### config.mk
export PLATFORM = sky130hd
export DESIGN_NAME = config_loader
export DESIGN_NICKNAME = d
export VERILOG_FILES = /design/src/rtl/accel_pkg.sv /design/src/rtl/cfg_fifo.sv /design/src/rtl/config_loader.sv
export SDC_FILE = /design/constraint.sdc
export NUM_CORES = 1
export LEC_CHECK = 0
export BUFFER_PORTS_ARGS = -buffer_cell sky130_fd_sc_hd__buf_4
export CORE_ASPECT_RATIO = 1.75
export CORE_MARGIN = 2
export CORE_UTILIZATION = 30
export CTS_CLUSTER_DIAMETER = 200
export DETAILED_ROUTE_END_ITERATION = 8
export PLACE_DENSITY = 0.54
export SLEW_MARGIN = 10
export SYNTH_ARGS = -nofsm -noshare
export SYNTH_HDL_FRONTEND = slang
export SYNTH_SLANG_ARGS = --single-unit
export TNS_END_PERCENT = 10
### constraint.sdc
create_clock -name clk -period 2.6 [get_ports clk]
set_input_delay 0.78 -clock clk [delete_from_list [all_inputs] [get_ports clk]]
set_output_delay 0.78 -clock clk [all_outputs]
set_load 0.01 [all_outputs]
### src/rtl/accel_pkg.sv
// Shared types and constants for the mesh configuration path: loader states,
// configuration packet type, switch port encodings and the idle (NOP) word.
package accel_pkg;

  typedef logic [47:0] cfg_pkt_t;

  localparam cfg_pkt_t CFG_NOP = 48'h0;

  localparam logic [1:0] SOUTH = 2'd0;
  localparam logic [1:0] EAST  = 2'd1;
  localparam logic [1:0] NORTH = 2'd2;
  localparam logic [1:0] WEST  = 2'd3;

  typedef enum logic [2:0] {
    StIdle,
    StLoad,
    StDrain,
    StRun,
    StFin
  } loader_state_e;

  // Routing header of a configuration packet; 8'h00 addresses no tile.
  function automatic logic [7:0] cfg_hdr(input cfg_pkt_t pkt);
    return pkt[47:40];
  endfunction

endpackage

### src/rtl/cfg_fifo.sv
// First-word-fall-through buffer for configuration packets. Pointers carry an
// extra wrap bit so full and empty are distinguishable at equal indices.
module cfg_fifo
  import accel_pkg::*;
#(
  parameter int unsigned Depth = 4
) (
  input  logic     clk_i,
  input  logic     rst_ni,
  input  logic     push_i,
  input  cfg_pkt_t wdata_i,
  input  logic     pop_i,
  output cfg_pkt_t rdata_o,
  output logic     full_o,
  output logic     empty_o
);

  localparam int unsigned Aw = (Depth > 1) ? $clog2(Depth) : 1;

  cfg_pkt_t        mem_q [Depth];
  logic     [Aw:0] wr_ptr_q, wr_ptr_d;
  logic     [Aw:0] rd_ptr_q, rd_ptr_d;
  logic            do_push, do_pop;

  assign full_o  = (wr_ptr_q[Aw] != rd_ptr_q[Aw]) && (wr_ptr_q[Aw-1:0] == rd_ptr_q[Aw-1:0]);
  assign empty_o = (wr_ptr_q == rd_ptr_q);
  assign do_push = push_i & ~full_o;
  assign do_pop  = pop_i & ~empty_o;
  assign rdata_o = mem_q[rd_ptr_q[Aw-1:0]];

  always_comb begin
    wr_ptr_d = wr_ptr_q;
    rd_ptr_d = rd_ptr_q;
    if (do_push) wr_ptr_d = wr_ptr_q + 1'b1;
    if (do_pop)  rd_ptr_d = rd_ptr_q + 1'b1;
  end

  always_ff @(posedge clk_i or negedge rst_ni) begin
    if (!rst_ni) begin
      wr_ptr_q <= '0;
      rd_ptr_q <= '0;
    end else begin
      wr_ptr_q <= wr_ptr_d;
      rd_ptr_q <= rd_ptr_d;
    end
  end

  // Storage needs no reset: contents are only visible between the pointers.
  always_ff @(posedge clk_i) begin
    if (do_push) mem_q[wr_ptr_q[Aw-1:0]] <= wdata_i;
  end

endmodule

### src/rtl/config_loader.sv
// Streams buffered configuration packets into the mesh entry switch, drains,
// runs for a programmed cycle count and pulses done. Optional CONFIG_LOADER_ERR_EN
// adds a sticky err flag and suppresses packets with a zero routing header.
module config_loader
  import accel_pkg::*;
#(
  parameter int unsigned FIFO_DEPTH   = 4,
  parameter int unsigned CNT_W        = 8,
  parameter int unsigned DRAIN_CYCLES = 2,
  parameter logic [1:0]  ENTRY_PORT   = SOUTH
) (
  input  logic             clk,
  input  logic             reset,
  input  logic             start,
  input  logic [CNT_W-1:0] num_packets,
  input  logic [15:0]      run_cycles,
  input  logic             pkt_valid,
  output logic             pkt_ready,
  input  logic [47:0]      pkt_data,
  output logic             load,
  output logic [1:0]       in_flag,
  output logic [47:0]      cfg_word,
  output logic             busy,
`ifdef CONFIG_LOADER_ERR_EN
  output logic             err,
`endif
  output logic             done
);

  loader_state_e    state_q, state_d;
  logic [CNT_W-1:0] sent_q, sent_d;
  logic [CNT_W-1:0] num_q, num_d;
  logic [15:0]      run_q, run_d;
  logic [15:0]      tmr_q, tmr_d;
  logic             load_q, load_d;
  logic             busy_q, busy_d;
  logic             done_q, done_d;
  cfg_pkt_t         cfg_q, cfg_d;
  logic             err_q, err_d;

  logic     fifo_full, fifo_empty, fifo_pop;
  cfg_pkt_t fifo_rdata;

  cfg_fifo #(
    .Depth(FIFO_DEPTH)
  ) u_cfg_fifo (
    .clk_i  (clk),
    .rst_ni (reset),
    .push_i (pkt_valid & pkt_ready),
    .wdata_i(pkt_data),
    .pop_i  (fifo_pop),
    .rdata_o(fifo_rdata),
    .full_o (fifo_full),
    .empty_o(fifo_empty)
  );

  assign pkt_ready = reset & ~fifo_full;
  assign in_flag   = ENTRY_PORT;
  assign load      = load_q;
  assign cfg_word  = cfg_q;
  assign busy      = busy_q;
  assign done      = done_q;
`ifdef CONFIG_LOADER_ERR_EN
  assign err       = err_q;
`endif

  always_comb begin
    state_d  = state_q;
    sent_d   = sent_q;
    num_d    = num_q;
    run_d    = run_q;
    tmr_d    = tmr_q;
    err_d    = err_q;
    cfg_d    = CFG_NOP;
    fifo_pop = 1'b0;

    unique case (state_q)
      StIdle: begin
        if (start) begin
          num_d   = num_packets;
          run_d   = run_cycles;
          sent_d  = '0;
          tmr_d   = '0;
          state_d = (num_packets == '0) ? StDrain : StLoad;
        end
      end
      StLoad: begin
        if (sent_q == num_q) begin
          tmr_d   = '0;
          state_d = StDrain;
        end
      end
      StDrain: begin
        if (tmr_q == 16'(DRAIN_CYCLES - 1)) begin
          tmr_d   = '0;
          state_d = (run_q == '0) ? StFin : StRun;
        end else begin
          tmr_d = tmr_q + 16'd1;
        end
      end
      StRun: begin
        if (tmr_q + 16'd1 == run_q) begin
          state_d = StFin;
        end else begin
          tmr_d = tmr_q + 16'd1;
        end
      end
      StFin:   state_d = StIdle;
      default: state_d = StIdle;
    endcase

    // Popping on entry to each LOAD cycle keeps cfg_word aligned with load.
    fifo_pop = (state_d == StLoad) && !fifo_empty;
    if (fifo_pop) begin
      sent_d = sent_d + 1'b1;
      cfg_d  = fifo_rdata;
`ifdef CONFIG_LOADER_ERR_EN
      if (cfg_hdr(fifo_rdata) == 8'h00) begin
        cfg_d = CFG_NOP;
        err_d = 1'b1;
      end
`endif
    end

    load_d = (state_d == StLoad) || (state_d == StDrain);
    busy_d = (state_d != StIdle);
    done_d = (state_d == StFin);
  end

  always_ff @(posedge clk or negedge reset) begin
    if (!reset) begin
      state_q <= StIdle;
      sent_q  <= '0;
      num_q   <= '0;
      run_q   <= '0;
      tmr_q   <= '0;
      load_q  <= 1'b0;
      busy_q  <= 1'b0;
      done_q  <= 1'b0;
      cfg_q   <= CFG_NOP;
      err_q   <= 1'b0;
    end else begin
      state_q <= state_d;
      sent_q  <= sent_d;
      num_q   <= num_d;
      run_q   <= run_d;
      tmr_q   <= tmr_d;
      load_q  <= load_d;
      busy_q  <= busy_d;
      done_q  <= done_d;
      cfg_q   <= cfg_d;
      err_q   <= err_d;
    end
  end

endmodule

==> results of run 1 <==
==> stage by stage <==
step | TNS [ns] | hold WS, ns
6_report | -1.01 | 0.360
5_1_grt | -3.16 | 0.393
4_1_cts | -0.793 | 0.387
3_5_place_dp | -1.43 | 0.479
3_3_place_gp | -0.662 | 0.479
2_1_floorplan | -8.68 | 0.462
==> timing repair <==
action,CTS,global route
cloned,0,3
hold buffers,0,0
buffers inserted,0,10
setup endpoints to repair,16,21
resized for setup,1,21
pin swaps,0,31
==> cells in the final DEF (no fill, tap or decap), drive strengths merged, types with 6 or more instances in the layout <==
cell / count
o21ai: 10
nand2: 7
a21oi: 9
xor2: 8
or4: 6
nand4: 13
nor4: 19
clkinv: 13
nand3: 15
nor2b: 55
dfrtp: 108
buf: 205
a211o: 13
ha: 8
xnor2: 29
nor3: 9
edfxtp: 192
inv: 10
mux2: 27
mux4: 48
nor2: 23
clkbuf: 40
and3: 17
==> sequential cells by signal, indices dropped and copies added (netlist names), 3 cells and up <==
register	cells
u_cfg_fifo.mem_q	192
u_cfg_fifo.rd_ptr_q	3
sent_q	8
cfg_word	48
u_cfg_fifo.wr_ptr_q	3
state_q	3
num_q	8
tmr_q	16
run_q	16
==> routing by layer <==
layer	wire, um	share of wire, %	track usage, %	up-vias
met5	0	0	0	-
met4	1130	3.9	5.43	0
met3	1240	4.3	2.28	63
met2	16200	57	26.9	151
met1	9980	35	14.0	3541
li1	-	-	-	3137
==> synth_stat cells, types with 9 or more instances <==
| cell type | instances | area [um2] |
|---|---|---|
| sky130_fd_sc_hd__nor3_1 | 9 | 45.0 |
| sky130_fd_sc_hd__nor4_1 | 18 | 113 |
| sky130_fd_sc_hd__inv_1 | 9 | 33.8 |
| sky130_fd_sc_hd__mux2_2 | 27 | 304 |
| sky130_fd_sc_hd__nor2b_1 | 55 | 344 |
| sky130_fd_sc_hd__a211o_1 | 13 | 114 |
| sky130_fd_sc_hd__mux4_2 | 48 | 1080 |
| sky130_fd_sc_hd__nand4_1 | 12 | 75.1 |
| sky130_fd_sc_hd__and3_1 | 16 | 100 |
| sky130_fd_sc_hd__clkbuf_1 | 25 | 93.8 |
| sky130_fd_sc_hd__edfxtp_1 | 192 | 5770 |
| sky130_fd_sc_hd__nor2_1 | 22 | 82.6 |
| sky130_fd_sc_hd__nand3_1 | 15 | 75.1 |
| sky130_fd_sc_hd__dfrtp_1 | 108 | 2700 |
| sky130_fd_sc_hd__xnor2_1 | 29 | 254 |
| sky130_fd_sc_hd__o21ai_0 | 9 | 45.0 |
==> area by class of cell <==
class | instances | area (um2)
fill | 3738 | 24500
sequential | 300 | 8480
multi-input combinational | 363 | 3480
timing repair buffer | 208 | 1760
clock buffer | 37 | 808
tap | 495 | 619
clock inverter | 19 | 175
inverter | 9 | 33.8
==> cell families after synthesis <==
group	count (synthesis)
flops	300
compound gates	53
simple gates	188
fa+ha+maj	8
buf+inv	48
mux	75
other cells	1
xor+xnor	37
==> worst min path at each step <==
stage / startpoint / end / slack, ns / depth (start not counted)
after global placement: u_cfg_fifo.wr_ptr_q[2]$_DFFE_PN0P_ / u_cfg_fifo.wr_ptr_q[2]$_DFFE_PN0P_ / 0.48 / 1
after floorplan: u_cfg_fifo.rd_ptr_q[2]$_DFFE_PN0P_ / u_cfg_fifo.rd_ptr_q[2]$_DFFE_PN0P_ / 0.46 / 1
after CTS: pkt_data[18] / u_cfg_fifo.mem_q[2][18]$_DFFE_PP_ / 0.39 / 1
after detailed placement: u_cfg_fifo.rd_ptr_q[2]$_DFFE_PN0P_ / u_cfg_fifo.rd_ptr_q[2]$_DFFE_PN0P_ / 0.48 / 1
final: reset / tmr_q[6]$_DFFE_PN0P_ / 0.36 / 2
after global routing: pkt_data[44] / u_cfg_fifo.mem_q[0][44]$_DFFE_PP_ / 0.39 / 1
==> where the power goes <==
group	total (mW)	switching, mW	internal, mW
Combinational	5.27	2.57	2.69
Sequential	6.69	0.555	6.14
Clock	4.30	1.87	2.43
==> qor.yml, run 1 <==
status:
  outcome: "finished with violations"
  failing_checks: "negative setup slack"
floorplanning:
  dieHeight_um: 269
  core_region_area_um2: 39800
  i_o_pin_cnt: 130
  initial_utilization_pct: 30.2
  full_die_area_um2: 41800
  placementRows: 97
  die_w_um: 155
worst_setup_path:
  cp_slowest_stage_delay_ns: 0.42
  path_delay_family: "simple AND/OR/NAND/NOR gates"
  worst_setup_path_startpoint: "tmr_q[0]$_DFFE_PN0P_"
  timing.critical_path.fanout_max: 8
  crit_path_start_kind: "flip-flop"
  slowest_cell_on_the_critical_path: "sky130_fd_sc_hd__dfrtp_2"
  worst_setup_path_endpoint: "tmr_q[6]$_DFFE_PN0P_"
  arrival_ns: 3.12
  path_buf_inv: 5
  crit_top_cell: "sky130_fd_sc_hd__buf_4"
  end_kind: "flip-flop"
  worst_ep_required_time_ns: 3.04
  r2r_setup_slack_ns: -0.09
  timing.setup.critical_path_class: "reg -> reg"
  r2r_end: "tmr_q[6]$_DFFE_PN0P_"
  worstSetupPathDepth: 12
  worst_r2r_startpoint: "tmr_q[0]$_DFFE_PN0P_"
  r2r.worst_path.cells: 12
  path_cells: "nand4_1 > buf_4 > buf_4 > o32ai_2 > o221ai_1 > or3_4 > buf_4 > nor4b_4 > buf_6 > clkbuf_16 > nor4_1 > a211o_1"
detailed_routing:
  drt_first_pass_iters: 4
  post_drt_via_cell_ratio: 4.82
  drcViolationCount: 0
  drt-wirelength-per-cell_um: 20.0
  vias: 6892
  route.final.wire_length_um: 28600
  drt_iter0_drc: 158
  detail-route-antenna-nets: 0
sta:
  timing_max_transition_violations_final: 0
  max_clock_freq_mhz: 372
  report.final.setup_viol: 16
  tightestPinTransition_ns: 0.856
  finalHoldViolCount: 0
  fin_skew_ns: 0.0114
  setup_repair_after_global_routing_missed_its_margin: "yes"
  max-slew-margin-rel_pct: 42.7
  worst_slack_ns: -0.0878
  fin_crit_ns: 2.69
  period_share_pct: 103
clock_tree:
  clock_tree_root: "sky130_fd_sc_hd__clkbuf_16"
  clkLatencyLatePin_ns: 0.56
  cts_tree: "yes"
  cts_sinks: 300
  cts_htree_levels: 1
  cts_made_buffers: 30
  clock_pin_slew_reported_for_the_worst_setup_and_hold_paths_after_clock_tree_synthesis_ns: 0.06
  clock_path_buffers: 3
layout:
  antennaDiodeCount: 0
  area.growth.synth_to_final_pct: 27.6
  final_nets: 996
  layout-drive-gt1-share_pct: 39.5
  final_area_um2: 15400
  fin_cells: 1431
  end_of_flow_core_utilization_pct: 38.6
yosys:
  synth_xor_area_share_pct: 2.69
  synthAdderAreaFrac_pct: 0.832
  synthArstFlopShare_pct: 36.0
  synth.ff_latch_count: 300
  synth.mux.area_fraction_pct: 11.5
  netlist_area_um2: 12000
  post_synth_edffs: 192
  complex_gate_fraction_of_the_synthesized_area_pct: 3.25
  yosys.area_share.simple_pct: 9.52
  syn-mean-instance-area_um2: 17.0
  syn-instance-count: 710
  synth_ff_type: "sky130_fd_sc_hd__edfxtp_1"
  sequential_area_share_after_synthesis_pct: 70.4
  yosys.cell_types.count: 60
  largest_family_of_logic_cells_by_synthesized_area: "multiplexers"
  yosys_warnings: 0
global_routing:
  global_route.usage.total_pct: 13.6
  antenna_found_initial: 0
  grt_pass1_vias: 7566
  grt_max_degree: 109
  global_route.overflow_total: 0
  wire_length_of_the_first_global_routing_pass_um: 42900
placed_design:
  dpl_cell_area_um2: 14100
  dp.final_hpwl_um: 18000
  placed_cells_incl_taps: 1362
  place.port_buffers: 127
  globalplace.congestion: 0.852
  detailedPlace.worstSlack_ns: -0.110
hold_path:
  type_of_the_most_critical_hold_path: "in -> async"
pwr:
  static-leakage-power_nw: 5.87
  pwr_density_cell_nw_per_um2: 1060
  ir_worst_vdd_uv: 735
  totalPowerFinal_mw: 16.3
run:
  cap_viol_max_count: 0
No activity file was read; power rests on OpenSTA's default activity.
==> inputs of run 2 (changes only) <==
--- a/config.mk
+++ b/config.mk
@@ -12,6 +12,7 @@
 export CTS_CLUSTER_DIAMETER = 200
 export DETAILED_ROUTE_END_ITERATION = 8
 export PLACE_DENSITY = 0.54
+export RECOVER_POWER = 50
 export SLEW_MARGIN = 10
 export SYNTH_ARGS = -nofsm -noshare
 export SYNTH_HDL_FRONTEND = slang
==> qor.yml, run 2 (synthesis results as in run 1) <==
status:
  outcome: "finished with violations"
  failing_checks: "max-capacitance violations, max-slew violations, negative setup slack"
worst_setup_path:
  arrival_ns: 3.12  # about the same
  crit_top_cell: "sky130_fd_sc_hd__buf_4"
  worst_r2r_startpoint: "tmr_q[0]$_DFFE_PN0P_"
  worst_ep_required_time_ns: 3.04  # about the same
  path_delay_family: "simple AND/OR/NAND/NOR gates"
  timing.setup.critical_path_class: "reg -> reg"
  path_cells: "nand4_1 > buf_4 > buf_4 > o32ai_2 > o221ai_1 > or3_4 > buf_4 > nor4b_4 > buf_6 > clkbuf_16 > nor4_1 > a211o_1"
  r2r.worst_path.cells: 12  # unchanged
  crit_path_start_kind: "flip-flop"
  path_buf_inv: 5  # unchanged
  slowest_cell_on_the_critical_path: "sky130_fd_sc_hd__dfrtp_2"
  r2r_setup_slack_ns: -0.08  # about the same
  timing.critical_path.fanout_max: 8  # unchanged
  r2r_end: "tmr_q[6]$_DFFE_PN0P_"
  cp_slowest_stage_delay_ns: 0.42  # about the same
  end_kind: "flip-flop"
hold_path:
  hold-path-endpoint: "run_q[15]$_DFFE_PN0P_"
  type_of_the_most_critical_hold_path: "in -> reg"
  worstHoldPathCells: 2
  hold_path.startpoint: "run_cycles[15]"
layout:
  multi_input_area_um2: 3480  # -0.18%
  layout-drive-gt1-share_pct: 33.4  # -6.1 points
  commonest_non_fill_non_tap_cells_in_the_layout: "sky130_fd_sc_hd__edfxtp_1, sky130_fd_sc_hd__buf_4, sky130_fd_sc_hd__dfrtp_1"
  register_area_um2: 8480  # about the same
  antennaDiodeCount: 0  # unchanged
  final_area_um2: 15100  # -1.5%
  largest_register_ff_count: 192  # unchanged
  area.growth.synth_to_final_pct: 25.6
  fillers: 3767  # +0.78%
  most_common_cell_after_layout_fill_and_taps_aside: "sky130_fd_sc_hd__edfxtp_1"
  final_nets: 996  # unchanged
placed_design:
  dpl_cell_area_um2: 14100  # unchanged
  place.port_buffers: 127  # unchanged
  globalplace.congestion: 0.852  # unchanged
  dp.final_hpwl_um: 18000  # unchanged
sta:
  fin_crit_ns: 2.68  # -0.00387 ns
  max-slew-margin-rel_pct: -15.0  # -58 points
  period_share_pct: 103  # -0.15 points
  finalHoldViolCount: 0  # unchanged
  worst_hold_slack_ns: 0.459  # +0.0993 ns
  setup_repair_after_global_routing_missed_its_margin: "yes"
  timing_max_transition_violations_final: 109  # +109
  max_clock_freq_mhz: 373  # +0.14%
  worst_slack_ns: -0.0839  # +0.00387 ns
  tightestPinTransition_ns: 1.72  # +0.869 ns
  report.final.setup_viol: 16  # unchanged
  fin_skew_ns: 0.0126  # +0.00120 ns
detailed_routing:
  drt_first_pass_iters: 4  # unchanged
  post_drt_via_cell_ratio: 4.83  # +0.29%
  drt_iter0_drc: 193  # +22%
  drt-wirelength-per-cell_um: 20.0  # +0.15%
  detail-route-antenna-nets: 0  # unchanged
  vias: 6912  # +0.29%
  route.final.wire_length_um: 28600  # +0.15%
  drcViolationCount: 0  # unchanged
floorplanning:
  full_die_area_um2: 41800  # unchanged
  core_region_area_um2: 39800  # unchanged
  die_w_um: 155  # unchanged
  dieHeight_um: 269  # unchanged
  i_o_pin_cnt: 130  # unchanged
  placementRows: 97  # unchanged
  initial_utilization_pct: 30.2  # unchanged
pwr:
  pwr_density_cell_nw_per_um2: 1070  # +1.1%
  ir_worst_vdd_uv: 735  # about the same
  static-leakage-power_nw: 5.66  # -3.5%
global_routing:
  global_route.usage.total_pct: 13.6  # unchanged
  wire_length_of_the_first_global_routing_pass_um: 42900  # unchanged
  grt_max_degree: 109  # unchanged
  global_route.overflow_total: 0  # unchanged
  antenna_found_initial: 0  # unchanged
  grt_pass1_vias: 7566  # unchanged
clock_tree:
  clkLatencyLatePin_ns: 0.56  # about the same
  cts_htree_levels: 1  # unchanged
  clock_pin_slew_reported_for_the_worst_setup_and_hold_paths_after_clock_tree_synthesis_ns: 0.06  # about the same
  cts_tree: "yes"
  clock_path_buffers: 3  # unchanged
  cts_sinks: 300  # unchanged
  clock_tree_root: "sky130_fd_sc_hd__clkbuf_16"
  cts_made_buffers: 30  # unchanged
run:
  cap_viol_max_count: 1  # +1
==> run 2: area by class of cell <==
class	count	share of cell area (%)
tap	495	4.10
sequential	300	56.1
clock inverter	19	1.16
inverter	9	0.223
multi-input combinational	363	23.0
clock buffer	37	5.35
timing repair buffer	208	10.1
==> run 2: how the worst max path moves through the flow <==
stage                                     from                          endpoint  slack (ns)  depth (start not counted)
after detailed placement  tmr_q[1]$_DFFE_PN0P_              tmr_q[4]$_DFFE_PN0P_       -0.11                          9
after global routing      tmr_q[0]$_DFFE_PN0P_              tmr_q[6]$_DFFE_PN0P_       -0.22                         12
after global placement    tmr_q[1]$_DFFE_PN0P_              tmr_q[4]$_DFFE_PN0P_       -0.06                         10
after floorplan                          reset  u_cfg_fifo.mem_q[0][0]$_DFFE_PP_       -0.06                          2
final                     tmr_q[0]$_DFFE_PN0P_              tmr_q[6]$_DFFE_PN0P_       -0.08                         12
after CTS                 tmr_q[1]$_DFFE_PN0P_              tmr_q[4]$_DFFE_PN0P_       -0.08                         10
==> run 2: power by group <==
part	leakage, nW	switching (mW)	internal [mW]	total, mW
clock network	0.477	1.87	2.43	4.29
logic	2.08	2.57	2.62	5.20
registers	3.10	0.556	6.14	6.69
total	5.66	4.99	11.2	16.2
==> run 2: through the flow <==
stage               utilization [%]  setup slack, ns  TNS, ns  cells  total power [mW]
finish                         38.0          -0.0839   -0.975   1431              16.2
global route                   38.0           -0.217    -3.33   1431              17.2
CTS                            38.0          -0.0829   -0.793   1418              16.5
detailed placement             35.5           -0.110    -1.43   1362              12.1
global placement               35.5          -0.0606   -0.662   1362              12.1
floorplan                         -          -0.0603    -8.68    711              9.83
==> run 2: per-layer routing <==
layer  global-route usage (%)  wire length (um)  vias up
li1                         -                 -     3138
met1                     14.0             10100     3561
met5                        0                 0        -
met4                     5.43              1140        0
met3                     2.28              1200       66
met2                     26.9             16200      147
==> run 2: worst reg2reg max path: stages (launching register included) <==
cell	delay [ns]
sky130_fd_sc_hd__dfrtp_2	0.42
sky130_fd_sc_hd__nand4_1	0.13
sky130_fd_sc_hd__buf_4	0.16
sky130_fd_sc_hd__buf_4	0.13
sky130_fd_sc_hd__o32ai_2	0.11
sky130_fd_sc_hd__o221ai_1	0.17
sky130_fd_sc_hd__or3_4	0.42
sky130_fd_sc_hd__buf_4	0.16
sky130_fd_sc_hd__nor4b_4	0.25
sky130_fd_sc_hd__buf_6	0.17
sky130_fd_sc_hd__clkbuf_16	0.16
sky130_fd_sc_hd__nor4_1	0.05
sky130_fd_sc_hd__a211o_1	0.23
==> run 2: what timing repair did <==
item                                    CTS  global route
buffers inserted                          0            10
hold buffers                              0             0
pin swaps                                 0            31
cloned                                    0             3
endpoints found under the setup margin   16            21
gates resized for setup                   1            21
